File: src/rtl/decode_control_stage.sv
// Registered RV32I ID/EX control decoder with a 2-entry skid buffer,
// flush, optional MUL decode and a saturating illegal-instruction counter.
module decode_control_stage #(
  parameter int XLEN     = 32,
  parameter int ENABLE_M = 0,
  parameter int CNT_W    = 8
) (
  input  logic             CLK,
  input  logic             RST,
  input  logic             InValid,
  output logic             InReady,
  input  logic [31:0]      Instr,
  input  logic [XLEN-1:0]  PCIn,
  input  logic             Flush,
  output logic             OutValid,
  input  logic             OutReady,
  output logic [XLEN-1:0]  PCOut,
  output logic [XLEN-1:0]  Imm,
  output logic [4:0]       Rs1,
  output logic [4:0]       Rs2,
  output logic [4:0]       Rd,
  output logic             RegWrite,
  output logic             Dmem1ALUOUT,
  output logic             DmemREB,
  output logic             DmemWEB,
  output logic [3:0]       ALUControl,
  output logic             ALUSourceA,
  output logic [2:0]       ALUSourceB,
  output logic             LoadStoremuxsel,
  output logic             mux2sel,
  output logic             Illegal,
  output logic [CNT_W-1:0] IllegalCount
);

  localparam logic [3:0] ALU_AND  = 4'b0000, ALU_OR  = 4'b0001, ALU_ADD = 4'b0010,
                         ALU_SLTU = 4'b0011, ALU_XOR = 4'b0100, ALU_SLL = 4'b0101,
                         ALU_SUB  = 4'b0110, ALU_SLT = 4'b0111, ALU_SRL = 4'b1000,
                         ALU_SRA  = 4'b1001, ALU_MUL = 4'b1010;

  typedef struct packed {
    logic [XLEN-1:0] pc;
    logic [XLEN-1:0] imm;
    logic [4:0]      rs1;
    logic [4:0]      rs2;
    logic [4:0]      rd;
    logic            regwrite;
    logic            d1alu;
    logic            reb;
    logic            web;
    logic [3:0]      aluctl;
    logic [2:0]      srcb;
    logic            lsmux;
    logic            mux2;
    logic            illegal;
  } ent_t;

  function automatic ent_t safe_ent();
    ent_t e;
    e        = '0;
    e.reb    = 1'b1;
    e.web    = 1'b1;
    e.aluctl = ALU_ADD;
    return e;
  endfunction

  function automatic ent_t decode(input logic [31:0] ins, input logic [XLEN-1:0] pc);
    ent_t       e;
    logic [6:0] f7;
    logic [2:0] f3;
    logic       ok;
    f7 = ins[31:25];
    f3 = ins[14:12];
    ok = 1'b0;
    e  = safe_ent();
    case (ins[6:0])
      7'b0110011: begin
        e.regwrite = 1'b1;
        if (f7 == 7'b0000000) begin
          ok = 1'b1;
          case (f3)
            3'b000:  e.aluctl = ALU_ADD;
            3'b001:  e.aluctl = ALU_SLL;
            3'b010:  e.aluctl = ALU_SLT;
            3'b011:  e.aluctl = ALU_SLTU;
            3'b100:  e.aluctl = ALU_XOR;
            3'b101:  e.aluctl = ALU_SRL;
            3'b110:  e.aluctl = ALU_OR;
            default: e.aluctl = ALU_AND;
          endcase
        end else if (f7 == 7'b0100000 && f3 == 3'b000) begin
          ok = 1'b1; e.aluctl = ALU_SUB;
        end else if (f7 == 7'b0100000 && f3 == 3'b101) begin
          ok = 1'b1; e.aluctl = ALU_SRA;
        end else if (ENABLE_M != 0 && f7 == 7'b0000001 && f3 == 3'b000) begin
          ok = 1'b1; e.aluctl = ALU_MUL;
        end
      end
      7'b0010011: begin
        e.regwrite = 1'b1;
        e.srcb     = 3'b010;
        e.imm      = {{(XLEN-12){ins[31]}}, ins[31:20]};
        ok         = 1'b1;
        case (f3)
          3'b000:  e.aluctl = ALU_ADD;
          3'b010:  e.aluctl = ALU_SLT;
          3'b011:  e.aluctl = ALU_SLTU;
          3'b100:  e.aluctl = ALU_XOR;
          3'b110:  e.aluctl = ALU_OR;
          3'b111:  e.aluctl = ALU_AND;
          default: begin
            // Shift-immediates: only the shamt reaches the ALU, zero-extended
            e.srcb = 3'b100;
            e.imm  = {{(XLEN-5){1'b0}}, ins[24:20]};
            if (f3 == 3'b001 && f7 == 7'b0000000)      e.aluctl = ALU_SLL;
            else if (f3 == 3'b101 && f7 == 7'b0000000) e.aluctl = ALU_SRL;
            else if (f3 == 3'b101 && f7 == 7'b0100000) e.aluctl = ALU_SRA;
            else                                       ok = 1'b0;
          end
        endcase
      end
      7'b0000011: if (f3 == 3'b010) begin
        ok = 1'b1; e.srcb = 3'b011; e.d1alu = 1'b1; e.reb = 1'b0;
        e.mux2 = 1'b1; e.regwrite = 1'b1;
        e.imm  = {{(XLEN-12){ins[31]}}, ins[31:20]};
      end
      7'b0100011: if (f3 == 3'b010) begin
        ok = 1'b1; e.srcb = 3'b011; e.d1alu = 1'b1; e.web = 1'b0; e.lsmux = 1'b1;
        e.imm = {{(XLEN-12){ins[31]}}, ins[31:25], ins[11:7]};
      end
      default: ok = 1'b0;
    endcase
    if (!ok) e = safe_ent();
    e.illegal = !ok;
    e.pc      = pc;
    e.rs1     = ins[19:15];
    e.rs2     = ins[24:20];
    e.rd      = ins[11:7];
    if (e.rd == 5'd0) e.regwrite = 1'b0;
    return e;
  endfunction

  function automatic logic [CNT_W-1:0] sat_inc(input logic [CNT_W-1:0] v);
    return (&v) ? v : v + {{(CNT_W-1){1'b0}}, 1'b1};
  endfunction

  ent_t             r_head, r_skid, w_dec;
  logic             r_ov, r_sv, w_push, w_pop;
  logic [CNT_W-1:0] r_cnt;

  assign w_dec   = decode(Instr, PCIn);
  assign InReady = !r_sv && !RST;
  assign w_push  = InValid && InReady;
  assign w_pop   = r_ov && OutReady;

  // Stage p0 -> p1: head register; the skid entry only fills while head is stalled
  always_ff @(posedge CLK) begin
    if (RST) begin
      r_ov   <= 1'b0;
      r_sv   <= 1'b0;
      r_cnt  <= '0;
      r_head <= safe_ent();
      r_head.aluctl <= 4'b0000;
    end else if (Flush) begin
      r_ov <= 1'b0;
      r_sv <= 1'b0;
    end else begin
      if (w_push && w_dec.illegal) r_cnt <= sat_inc(r_cnt);
      if (!r_ov || w_pop) begin
        if (r_sv) begin
          r_head <= r_skid;
          r_ov   <= 1'b1;
          r_sv   <= 1'b0;
        end else if (w_push) begin
          r_head <= w_dec;
          r_ov   <= 1'b1;
        end else begin
          r_ov   <= 1'b0;
        end
      end else if (w_push) begin
        r_sv <= 1'b1;
      end
    end
  end

  always_ff @(posedge CLK) begin
    if (!RST && !Flush && r_ov && !w_pop && w_push) r_skid <= w_dec;
  end

  assign OutValid        = r_ov;
  assign PCOut           = r_head.pc;
  assign Imm             = r_head.imm;
  assign Rs1             = r_head.rs1;
  assign Rs2             = r_head.rs2;
  assign Rd              = r_head.rd;
  assign RegWrite        = r_ov && r_head.regwrite;
  assign Dmem1ALUOUT     = r_head.d1alu;
  assign DmemREB         = !r_ov || r_head.reb;
  assign DmemWEB         = !r_ov || r_head.web;
  assign ALUControl      = r_head.aluctl;
  assign ALUSourceA      = 1'b0;
  assign ALUSourceB      = r_head.srcb;
  assign LoadStoremuxsel = r_head.lsmux;
  assign mux2sel         = r_head.mux2;
  assign Illegal         = r_head.illegal;
  assign IllegalCount    = r_cnt;

endmodule

File: config.mk
export PLATFORM = sky130hd
export DESIGN_NAME = decode_control_stage
export DESIGN_NICKNAME = d
export VERILOG_FILES = /design/src/rtl/decode_control_stage.sv
export SDC_FILE = /design/constraint.sdc
export NUM_CORES = 1
export LEC_CHECK = 0
export ABC_AREA = 1
export BUFFER_PORTS_ARGS = -buffer_cell sky130_fd_sc_hd__buf_2
export CORE_ASPECT_RATIO = 1.1
export CORE_MARGIN = 2
export CORE_UTILIZATION = 54
export DETAILED_ROUTE_END_ITERATION = 6
export PLACE_DENSITY_LB_ADDON = 0.12
export SLEW_MARGIN = 20
export SYNTH_ARGS = -nofsm -noshare
export SYNTH_HDL_FRONTEND = slang
export SYNTH_SLANG_ARGS = --single-unit
File: constraint.sdc
create_clock -name CLK -period 5.2 [get_ports CLK]
set_clock_uncertainty 0.1 [all_clocks]
set_input_delay 0.52 -clock CLK [delete_from_list [all_inputs] [get_ports CLK]]
set_output_delay 0.52 -clock CLK [all_outputs]
set_load 0.1 [all_outputs]
==> metrics.md <==
| Metric | Value |
|---|---|
| Outcome | complete, but fails checks |
| Failing checks | design-rule violations |
| Commonest cells post-synth | 173 x nand2_1, 88 x buf_4, 83 x dfxtp_1 |
| Synth Flop Type | dfxtp_1 |
| CP top delay family | buffers and inverters |
| Clock buffer depth | 2 |
| Synth area leader | edfxtp_1 |
| CP dominant cell by count | nand2_1 |
| Number of global-route vias before repair | 4,995 |
| # IOs | 173 |
| Routed vias | 5,406 |
| Worst setup EP type | register |
| Max Cap Violations | 0 |
| Post-CTS Setup Inserts | 0 |
| Clock transition at path regs | 0.06 ns |
| Internal power | 2000 uW |
| Critical path launch point | r_sv |
| Largest fanout on the critical path | 73 |
| Die Y | 124 um |
| Port bufs | 171 |
| Fin cells | 1,013 |
| Number of diodes | 0 |
| HPWL after detailed placement | 10,300 um |
| Synth area leaders | edfxtp_1 31%, dfxtp_1 24%, buf_4 9.4% |
| Leakage | 0.00348 uW |
| Sum Neg Setup Slack | 0 ns |
| Residual DRC | 11 |
| Most frequent cell after synthesis | nand2_1 |
| Initial DRT Pass Iterations | 7 |
| Post-route ant nets | 0 |
| Gate power share | 15.3% |
| Layout area overhead | 11.6% |
| CTS tree | done |
| Design Power | 2890 uW |
| Core Box Area | 12,700 um^2 |
| Reg2Reg Depth | 8 |
| Average size of a mapped cell | 9.12 um^2 |
| Final-stage net count | 913 |
| Hold Fails Final Rpt | 0 |
| Register bit total from synthesis | 156 |
| Final GP Congestion | 0.838 |
| Critical path destination | Rs1[0] |
| Post-CTS sizing | 0 |
| Number of flops mapped to enable cells by yosys | 73 |
| VDD IR max | 260 uV |
| CTS buffer count | 17 |
| Total track usage | 22.2% |
| Part of the power in registers | 46.0% |
| Synth top area share | 31.1% |
| Critical-path cell list | nor2_1 -> nand2_1 -> nand2_1 -> nand3_2 -> clkinv_2 -> buf_4 -> o21ai_0 -> a31oi_1 |
| CP arrival | 3.47 ns |
| Slowest CP cell | clkinv_2 |
| Worst Tran Pin Value | 0.887 ns |
| Synthesized instance count | 774 |
| Worst min-delay path category | in2reg |
| Worst rel slew slack | 40.8% |
| Post-layout min period | 3.23 ns |
| Share of cells above drive strength 1 | 27.8% |
| CTS sink count | 156 |
| Levels on crit path | 8 |
| Initial core utilization | 55.6% |
| RSZ-0062 raised after global routing | false |
| Final setup violation count | 0 |
| Initial antenna violation count | 0 |
| Tcrit/Tclk final | 62.2% |
| Crit path kind | reg2reg |
| Placed insts | 981 |
| Synth Warn # | 0 |
| Row cnt | 43 |
| Crit start category | register |
| Die X | 113 um |
| WL final | 15,700 um |
| Die area | 14,000 um^2 |
| Required time of the worst setup path | 5.44 ns |
| Reg2Reg Launch Point | r_sv |
| Power Density | 367 nW/um^2 |
| Register area share after synthesis | 54.6% |
| Worst R2R End | Rs1[0] |
| NetSw | 891 uW |
| Worst reg2reg setup slack | 1.97 ns |
| Clk pwr share | 38.7% |
| Syn Nets | 844 |
| Routed len/inst | 15.5 um |
| CP peak stage delay | 0.65 ns |
| CTS hold repair buffers | 0 |
| Remaining Overflow, GRT | 0 |
| Pin count of the biggest net entering global routing | 74 |
| Clock root buffer | clkbuf_16 |
| Max Clk Rate | 0.309 GHz |
| Mapped Area | 7060 um^2 |
| Drt via density | 5.34 |
| Synth cell types | 41 |
| Max H-tree Level | 4 |
| DRT iter0 DRCs | 457 |
| Clk_lat worst skew | 0.42 ns |
| First-pass GRT wire length | 24,600 um |
| Final Slew Violations | 0 |
| Ys async rst share | 0% |
| Sw frac | 30.8% |
| Buffers & Inverters on Critical Path | 2 |
-- final cells by class --
cell class / instances / area [um^2]
Tap cell: 157 / 196
Fill cell: 1131 / 4820
Multi-Input combinational cell: 447 / 2220
Inverter: 45 / 174
Clock inverter: 15 / 114
Clock buffer: 17 / 425
Timing Repair Buffer: 176 / 893
Sequential cell: 156 / 3850
-- sequential cells by signal, indices dropped and copies added, names as in the netlist --
| name | cells |
|---|---|
| IllegalCount | 8 |
| PCOut | 32 |
| Rs2 | 5 |
| r_skid | 73 |
| ALUSourceB | 3 |
| ALUControl | 4 |
| Imm | 12 |
| Rd | 5 |
| LoadStoremuxsel | 1 |
| r_head | 3 |
| Illegal | 1 |
| Dmem1ALUOUT | 1 |
| Rs1 | 5 |
| mux2sel | 1 |
| OutValid | 1 |
| r_sv | 1 |
-- worst min path at each step --
stage | start | end | slack [ns] | cells after the start
final | PCIn[3] | r_skid[64] | 0.20 | 1
after global routing | PCIn[27] | r_skid[88] | 0.19 | 1
after CTS | PCIn[3] | r_skid[64] | 0.18 | 1
after detailed placement | r_head[10] | r_head[10] | 0.36 | 2
after global placement | r_head[11] | r_head[11] | 0.35 | 2
after floorplan | r_head[10] | r_head[10] | 0.33 | 2
-- cell families after synthesis --
family | after synthesis | share of synthesized area (%)
adder cells (fa/ha/maj) | 1 | 0.177
flip-flops | 156 | 54.6
AND/OR/NAND/NOR | 253 | 16.0
AO/OA/AOI/OAI | 189 | 14.7
buffers and inverters | 171 | 14.1
other | 1 | 0.0531
XOR/XNOR | 3 | 0.372
-- placed cells by master, fill, tap and decap left out, drive strengths merged --
cell / instances
a21oi: 52
inv: 48
nand3b: 2
o2111ai: 1
xnor2: 1
nand2: 176
clkinvlp: 5
nor3b: 6
clkinv: 7
o21a: 1
ha: 1
o21bai: 1
nor2: 38
buf: 176
clkbuf: 17
edfxtp: 73
nand4: 4
or2: 2
o211ai: 3
conb: 1
nor3: 9
nand3: 16
xor2: 2
a31oi: 47
dfxtp: 83
o21ai: 84
-- power groups by stage --
stage	logic [uW]	clock network, uW	registers, uW
after floorplan	387	0	1370
final	441	1120	1330
after global placement	436	0	1350
after CTS	443	1130	1330
after global routing	463	1190	1330
after detailed placement	442	0	1350
-- through the flow --
step	setup slack [ns]	util (%)	hold WS [ns]	instance area, um^2
3_3_place_gp	1.91	57.8	0.348	7340
6_report	1.97	62.0	0.195	7880
2_1_floorplan	0.630	-	0.333	7060
5_1_grt	1.65	62.0	0.188	7880
3_5_place_dp	1.75	57.8	0.356	7340
4_1_cts	1.97	62.0	0.182	7880
-- routing by layer --
| layer | GRT usage, % | routed length, um | vias to the layer above |
|---|---|---|---|
| li1 | - | - | 2684 |
| met1 | 29.2 | 6870 | 2550 |
| met2 | 37.8 | 7880 | 165 |
| met3 | 4.48 | 849 | 7 |
| met4 | 6.10 | 78 | 0 |
| met5 | 0 | 0 | - |
(Power assumes the default switching activity.)
